<file path="src/rtl/mpi_pkg.sv">
// Shared types and helpers for the MPI virtual-channel link arbiter.
package mpi_pkg;

  typedef enum logic {
    IDLE   = 1'b0,
    LOCKED = 1'b1
  } mpi_state_e;

  function automatic int unsigned mpi_wrap_inc(input int unsigned idx, input int unsigned n);
    return (idx + 1 >= n) ? 0 : idx + 1;
  endfunction

endpackage

</file>
<file path="src/rtl/mpi_rr_arbiter.sv">
// Combinational wrap-around priority search: first requester at or above ptr,
// wrapping modulo N. Returns a one-hot grant, its index, and whether any request exists.
module mpi_rr_arbiter #(
  parameter int N     = 2,
  parameter int IDX_W = (N > 1) ? $clog2(N) : 1
) (
  input  logic [N-1:0]     req,
  input  logic [IDX_W-1:0] ptr,
  output logic [N-1:0]     gnt,
  output logic [IDX_W-1:0] idx,
  output logic             any
);

  logic [2*N-1:0] dbl;
  logic [N-1:0]   rot;
  int             pos;
  int             sum;

  // Rotating the doubled request vector puts ptr at bit 0, so the lowest set bit wins.
  always_comb begin
    dbl = {req, req} >> ptr;
    rot = dbl[N-1:0];
    pos = 0;
    for (int k = N - 1; k >= 0; k--) begin
      if (rot[k]) pos = k;
    end
    sum = int'(ptr) + pos;
    if (sum >= N) sum = sum - N;
    any = |rot;
    idx = any ? IDX_W'(sum) : '0;
    gnt = any ? (N'(1) << sum) : '0;
  end

endmodule

</file>
<file path="src/rtl/mpi_vc_arbiter.sv">
// Packet-locked round-robin arbiter muxing N virtual-channel flit streams onto one
// registered NoC link; a channel owns the link from its first flit to its last.
module mpi_vc_arbiter
  import mpi_pkg::*;
#(
  parameter int NOC_FLIT_WIDTH = 32,
  parameter int N              = 2
) (
  input  logic                        clk,
  input  logic                        rst,
  input  logic [N*NOC_FLIT_WIDTH-1:0] in_flit,
  input  logic [N-1:0]                in_last,
  input  logic [N-1:0]                in_valid,
  output logic [N-1:0]                in_ready,
  output logic [NOC_FLIT_WIDTH-1:0]   out_flit,
  output logic                        out_last,
  output logic                        out_valid,
  input  logic                        out_ready
);

  localparam int IDX_W = (N > 1) ? $clog2(N) : 1;

  mpi_state_e                state_q, state_d;
  logic [IDX_W-1:0]          grant_q, grant_d;
  logic [IDX_W-1:0]          ptr_q, ptr_d;
  logic [NOC_FLIT_WIDTH-1:0] out_flit_q, out_flit_d;
  logic                      out_last_q, out_last_d;
  logic                      out_valid_q, out_valid_d;

  logic [N-1:0]              arb_gnt;
  logic [IDX_W-1:0]          arb_idx;
  logic                      arb_any;

  logic                      accept;
  logic [IDX_W-1:0]          sel_idx;
  logic [N-1:0]              sel_oh;
  logic [NOC_FLIT_WIDTH-1:0] sel_flit;
  logic                      sel_last;
  logic                      xfer;

  mpi_rr_arbiter #(
    .N     (N),
    .IDX_W (IDX_W)
  ) u_rr (
    .req (in_valid),
    .ptr (ptr_q),
    .gnt (arb_gnt),
    .idx (arb_idx),
    .any (arb_any)
  );

  // A locked owner keeps in_ready even while its valid is low, so no other channel sneaks in.
  always_comb begin
    accept   = !out_valid_q || out_ready;
    sel_idx  = (state_q == LOCKED) ? grant_q : arb_idx;
    sel_oh   = (state_q == LOCKED) ? (N'(1) << grant_q) : arb_gnt;
    sel_flit = '0;
    sel_last = 1'b0;
    for (int i = 0; i < N; i++) begin
      if (IDX_W'(i) == sel_idx) begin
        sel_flit = in_flit[i*NOC_FLIT_WIDTH +: NOC_FLIT_WIDTH];
        sel_last = in_last[i];
      end
    end
    in_ready = (!rst && accept && (state_q == LOCKED || arb_any)) ? sel_oh : '0;
    xfer     = |(in_ready & in_valid);
  end

  always_comb begin
    state_d     = state_q;
    grant_d     = grant_q;
    ptr_d       = ptr_q;
    out_flit_d  = out_flit_q;
    out_last_d  = out_last_q;
    out_valid_d = out_valid_q;
    if (accept) begin
      out_valid_d = xfer;
      if (xfer) begin
        out_flit_d = sel_flit;
        out_last_d = sel_last;
      end
    end
    if (xfer) begin
      if (sel_last) begin
        state_d = IDLE;
        ptr_d   = IDX_W'(mpi_wrap_inc(32'(sel_idx), N));
      end else if (state_q == IDLE) begin
        state_d = LOCKED;
        grant_d = sel_idx;
      end
    end
  end

  always_ff @(posedge clk) begin
    if (rst) begin
      state_q     <= IDLE;
      grant_q     <= '0;
      ptr_q       <= '0;
      out_flit_q  <= '0;
      out_last_q  <= 1'b0;
      out_valid_q <= 1'b0;
    end else begin
      state_q     <= state_d;
      grant_q     <= grant_d;
      ptr_q       <= ptr_d;
      out_flit_q  <= out_flit_d;
      out_last_q  <= out_last_d;
      out_valid_q <= out_valid_d;
    end
  end

  assign out_flit  = out_flit_q;
  assign out_last  = out_last_q;
  assign out_valid = out_valid_q;

endmodule
</file>
<file path="config.mk">
export PLATFORM = sky130hd
export DESIGN_NAME = mpi_vc_arbiter
export DESIGN_NICKNAME = d
export VERILOG_FILES = /design/src/rtl/mpi_pkg.sv /design/src/rtl/mpi_rr_arbiter.sv /design/src/rtl/mpi_vc_arbiter.sv
export SDC_FILE = /design/constraint.sdc
export NUM_CORES = 1
export LEC_CHECK = 0
export ABC_AREA = 0
export CORE_MARGIN = 4
export CORE_UTILIZATION = 41
export CTS_BUF_LIST = sky130_fd_sc_hd__clkbuf_8
export DETAILED_ROUTE_END_ITERATION = 12
export PLACE_DENSITY = 0.88
export SLEW_MARGIN = 20
export SYNTH_ARGS = -nofsm -noshare
export SYNTH_HDL_FRONTEND = slang
export SYNTH_SLANG_ARGS = --single-unit
</file>
<file path="constraint.sdc">
create_clock -name clk -period 2.8 [get_ports clk]
set_input_delay 0.28 -clock clk [delete_from_list [all_inputs] [get_ports clk]]
set_output_delay 0.28 -clock clk [all_outputs]
set_load 0.01 [all_outputs]
</file>
# Word-level counts from Yosys, hierarchy flattened
# Cells that the tools add are included.
[totals] register_bits=37 output_inout_bits=36 inputBits=71
[classes] reduce_logical=11 muxes=12 n_addsub=3 n_lt_le_gt_ge=2 shift=3 n_bitwise=3
[ops] operator="$mux 32" count=2
[ops] operator="$ge 32x3->1 const B" count=1
[ops] operator="$shl 1x32->2 const A" count=1
[ops] operator="$sub 32x3->32 const B" count=1
[ops] operator="$mux 1" count=7
[ops] operator="$mux 2" count=3
[ops] operator="$reduce_and 2->1" count=2
[ops] operator="$reduce_or 2->1" count=2
[ops] operator="$shr 4x1->2" count=1
[ops] operator="$reduce_and 3->1" count=1
[ops] operator="$add 1x1->2" count=1
[ops] operator="$add 1x1->2 const B" count=1
[ops] operator="$and 2x2->2" count=1
[ops] operator="$ge 2x2->1 const B" count=1
[ops] operator="$logic_and 1x1->1" count=2
[ops] operator="$logic_not 1->1" count=2
[ops] operator="$logic_or 1x1->1" count=2
[ops] operator="$not 1->1" count=2
[ops] operator="$shl 1x1->2 const A" count=1

# Logic depth before layout (Yosys ltp)
[logic_depth] word_depth=13 mapped_depth=7

# Hierarchy
# From an unflattened synthesis, not the netlist that was laid out.
[unflattened] hier_cells=186 hier_area_um2=1976.9
[by_module_without_submodules] module="mpi_vc_arbiter" area_per_inst_um2=1944.4 instances=1 cells_per_inst=181 seq_area_each_um2=740.7
[by_module_without_submodules] module="mpi_rr_arbiter" area_per_inst_um2=32.5 instances=1 cells_per_inst=5 seq_area_each_um2=0.0

# Worst setup path after synthesis
# No wires, ideal clock.
[synth_path] kind="register to register" from="reg state_q" to="reg out_flit_q[14] (netlist: out_flit[14])" path_buffers=3 arrival_time_ns=1.488 stages_incl_launch_ff=8 setup_ns=0.137 path_slack_ns=1.175 path_cell_list="dfxtp_1 clkbuf_1 nor2b_1 a22oi_1 buf_4 clkbuf_4 mux2i_1 a211oi_1"
[synth_via] elab_chain_cells=6
[synth_lines] item="start: declaration" line="mpi_vc_arbiter.sv:23" source="mpi_state_e state_q, state_d;"
[synth_lines] item="start signal: assignment" line="mpi_vc_arbiter.sv:103" source="state_q <= state_d;"
[synth_lines] item="$logic_or 1x1->1" line="mpi_vc_arbiter.sv:65" source="in_ready = (!rst && accept && (state_q == LOCKED || arb_any)) ? sel_oh : '0;"
[synth_lines] item="$logic_and 1x1->1" line="mpi_vc_arbiter.sv:65"
[synth_lines] item="$mux 2" line="mpi_vc_arbiter.sv:65"
[synth_lines] item="$and 2x2->2" line="mpi_vc_arbiter.sv:66" source="xfer = |(in_ready & in_valid);"
[synth_lines] item="$reduce_or 2->1" line="mpi_vc_arbiter.sv:66"
[synth_lines] item="$reduce_and 2->1 (no line)"
[synth_lines] item="end signal: assignment" line="mpi_vc_arbiter.sv:106" source="out_flit_q <= out_flit_d;"
[synth_lines] item="end: declaration" line="mpi_vc_arbiter.sv:26" source="logic [NOC_FLIT_WIDTH-1:0] out_flit_q, out_flit_d;"
# Several ways; a longest one is shown, not always the timed one.
# A chain may end at the register's enable or synchronous reset.

# Final worst setup path
[layout_path] from="in out_ready" to="out in_ready[0]"
[layout_via] elab_chain_cells=4
[layout_lines] item="start: declaration" line="mpi_vc_arbiter.sv:18" source="input logic out_ready"
[layout_lines] item="$logic_or 1x1->1" line="mpi_vc_arbiter.sv:54" source="accept = !out_valid_q || out_ready;"
[layout_lines] item="$logic_and 1x1->1 (2 in series)" line="mpi_vc_arbiter.sv:65"
[layout_lines] item="$mux 2" line="mpi_vc_arbiter.sv:65"
[layout_lines] item="end: declaration" line="mpi_vc_arbiter.sv:14" source="output logic [N-1:0] in_ready,"
# No other way between the ends.

==> results_dict.tcl <==
set metrics [dict create \
    grt_pass1_wl_um 7400 \
    die_area_um2 5250 \
    worstMarginPinSlew_ns 0.463 \
    max_slew_margin_pct 69.2 \
    fin_nets 352 \
    crit_chain "clkdlybuf4s50_1, nor2b_1, or2_2, a21oi_1, clkdlybuf4s50_1" \
    period_minus_slack_ns 2.08 \
    fp.coreArea_um2 4000 \
    worstHoldStart "out_flit[30]" \
    cts.sinks 37 \
    crit_path_start_kind "input port" \
    period_share_pct 74.2 \
    cts_hold_buf 0 \
    die_x_um 72.4 \
    cts-root-buf "clkbuf_8" \
    dr.pass1.iters 4 \
    htree_levels 2 \
    synth_cells 179 \
    status "finished clean" \
    crit_top_cell "clkdlybuf4s50_1" \
    fp-row-count 23 \
    powerDensity_nw_per_um2 478 \
    routedWlPerCell_um 13.8 \
    yosysWarnings 0 \
    initialDrtViolationCount 75 \
    clockBufferDepth 2 \
    syn_to_final_growth_pct 68.3 \
    peakVddDrop_uv 294 \
    slowest_delay_ns 0.55 \
    criticalPathCategory "input port to output port" \
    cts_inserted_buffers 5 \
    crit_buf_inv 2 \
    cts_tree "yes" \
    port_buffers 106 \
    post_cts_resized 0 \
    clk_latency_ns 0.28 \
    wl_um 4540 \
    skew_ns 0.00576 \
    critPathArrivalTime_ns 1.80 \
    fmax_ghz 0.481 \
    netlist-cell-type-count 24 \
    ys_ff_latch 37 \
    synth_area_um2 1700 \
    slowest_stage "clkdlybuf4s50_1" \
    detail_route.vias_per_cell 5.06 \
    hold_viol 0 \
    r2r_start "grant_q" \
    die_y_um 72.4 \
    gp_congestion 0.736 \
    worstPathRequired_ns 2.52 \
    grt_pass1_vias 1644 \
    num_vias 1671 \
    synth_nets 250 \
    initial_core_util_pct 42.6 \
    synth_seq_area_share_pct 43.5 \
    drc 0 \
    setup.worst_path.start "out_ready" \
    diodes 0 \
    leakage_uw 0.00120 \
    end_kind "output port" \
    drive_above_1_share_pct 5.36 \
    power_uw 1370 \
    post_cts_buffers 0 \
    rsz0062_at_grt "no" \
    grt_util_all_layers_pct 17.8 \
    grt.overflow.total 0 \
    finalMaxSlewViolations 0 \
    post-dp-hpwl_um 3610 \
    grt_max_degree 53 \
    avgSynthCellArea_um2 9.51 \
    min_path_type "flip-flop to flip-flop" \
    io_pins 107 \
    grt_antenna_before_repair 0 \
    final_antenna_net_count 0 \
    setup_viol 0 \
    setup_tns_ns 0 \
    clkTransAtPathRegs_ns 0.06 \
    cap_viol_max_count 0 \
    cp_max_fo 4 \
    path_delay_family "buffers and inverters" \
]
-- Yosys cell counts, drive strengths merged --
| cell type | n | area [µm²] |
|---|---|---|
| nand2b | 3 | 18.8 |
| and3b | 1 | 8.76 |
| a31o | 1 | 8.76 |
| dfxtp | 37 | 741 |
| nor3b | 1 | 7.51 |
| o21bai | 1 | 7.51 |
| a211oi | 32 | 240 |
| nor2b | 2 | 12.5 |
| nor4 | 1 | 6.26 |
| o41ai | 1 | 8.76 |
| a311oi | 1 | 8.76 |
| nand2 | 2 | 7.51 |
| a2111oi | 1 | 27.5 |
| a22oi | 1 | 7.51 |
| nor2 | 39 | 146 |
| or2 | 1 | 6.26 |
| nor4b | 1 | 8.76 |
| nand3b | 1 | 7.51 |
| clkbuf | 9 | 37.5 |
| buf | 7 | 40.0 |
| a21oi | 3 | 15.0 |
| mux2i | 33 | 330 |
-- state kept, by name, summed over array words and instances (netlist names) --
name	flops
out_flit	32
grant_q	1
out_last	1
out_valid	1
ptr_q	1
state_q	1
-- metrics by stage --
step | cell area, µm² | utilization, % | hold slack, ns | cells | worst slack (ns)
2_1_floorplan | 1700 | - | 0.465 | 179 | 1.17
3_3_place_gp | 2790 | 69.8 | 0.484 | 324 | 0.604
3_5_place_dp | 2790 | 69.8 | 0.491 | 324 | 0.544
4_1_cts | 2870 | 71.6 | 0.499 | 330 | 0.710
5_1_grt | 2870 | 71.6 | 0.520 | 330 | 0.633
6_report | 2870 | 71.6 | 0.497 | 330 | 0.722
-- power breakdown --
part | switching [µW] | leakage, µW | internal, µW
Combinational | 174 | 0.000849 | 255
Clock | 165 | 0.0000399 | 163
Sequential | 30.7 | 0.000306 | 580
-- worst register-to-register path: stages, from the launching register on --
cell       delay (ns)
dfxtp_1          0.43
mux2i_1          0.15
a2111oi_4        0.38
buf_4            0.47
a21oi_1          0.14
nor4_1           0.25
-- cell type report --
cell class | instances | area [µm²]
timing repair buffer | 111 | 1100
clock buffer | 5 | 68.8
multi-input combinational | 126 | 890
tap | 50 | 62.6
clock inverter | 1 | 5.00
sequential | 37 | 741
fill | 311 | 1130
-- path summary, 6_finish.rpt --
path | to | slack, ns | depth (start not counted)
worst min-delay path | out_flit[30] | 0.50 | 2
worst max-delay path | in_ready[0] | 0.72 | 5
worst max register to register | ptr_q | 0.90 | 5
worst min register to register | out_flit[30] | 0.50 | 2
-- cell usage in the layout (no fill, tap or decap) --
| cell | netlist | routed |
|---|---|---|
| nor4b_1 | 1 | 1 |
| a31o_2 | 1 | 1 |
| clkinv_2 | 0 | 1 |
| a21oi_1 | 3 | 3 |
| or2_2 | 1 | 1 |
| a2111oi_4 | 1 | 1 |
| a211oi_1 | 32 | 32 |
| nand3b_1 | 1 | 1 |
| dfxtp_1 | 37 | 37 |
| nor3b_1 | 1 | 1 |
| o21bai_1 | 1 | 1 |
| nand2_1 | 2 | 2 |
| buf_4 | 2 | 5 |
| nor2b_1 | 2 | 2 |
| clkdlybuf4s50_1 | 0 | 106 |
| a311oi_1 | 1 | 1 |
| and3b_1 | 1 | 1 |
| o41ai_1 | 1 | 1 |
| clkbuf_8 | 0 | 5 |
| nor4_1 | 1 | 1 |
| nor2_1 | 39 | 39 |
| mux2i_1 | 33 | 33 |
| a22oi_2 | 0 | 1 |
| nand2b_1 | 3 | 3 |
-- logic make-up (layout without fill, tap and decap cells) --
logic type / Yosys count / in the layout / share of synthesized area (%)
and+or+nand+nor: 52 / 52 / 13.5
AOI/OAI and AO/OA: 41 / 41 / 19.0
DFF: 37 / 37 / 43.5
muxes: 33 / 33 / 19.4
buffers and inverters: 16 / 117 / 4.56
-- per-layer routing --
metal  track usage, %  vias up  part of all wire [%]
met5                0        -                     0
met4             5.12        0                   1.5
met3             7.62        8                    11
met2             30.4       66                    50
met1             20.3      739                    38
li1                 -      858                     -
(Power assumes the default switching activity.)
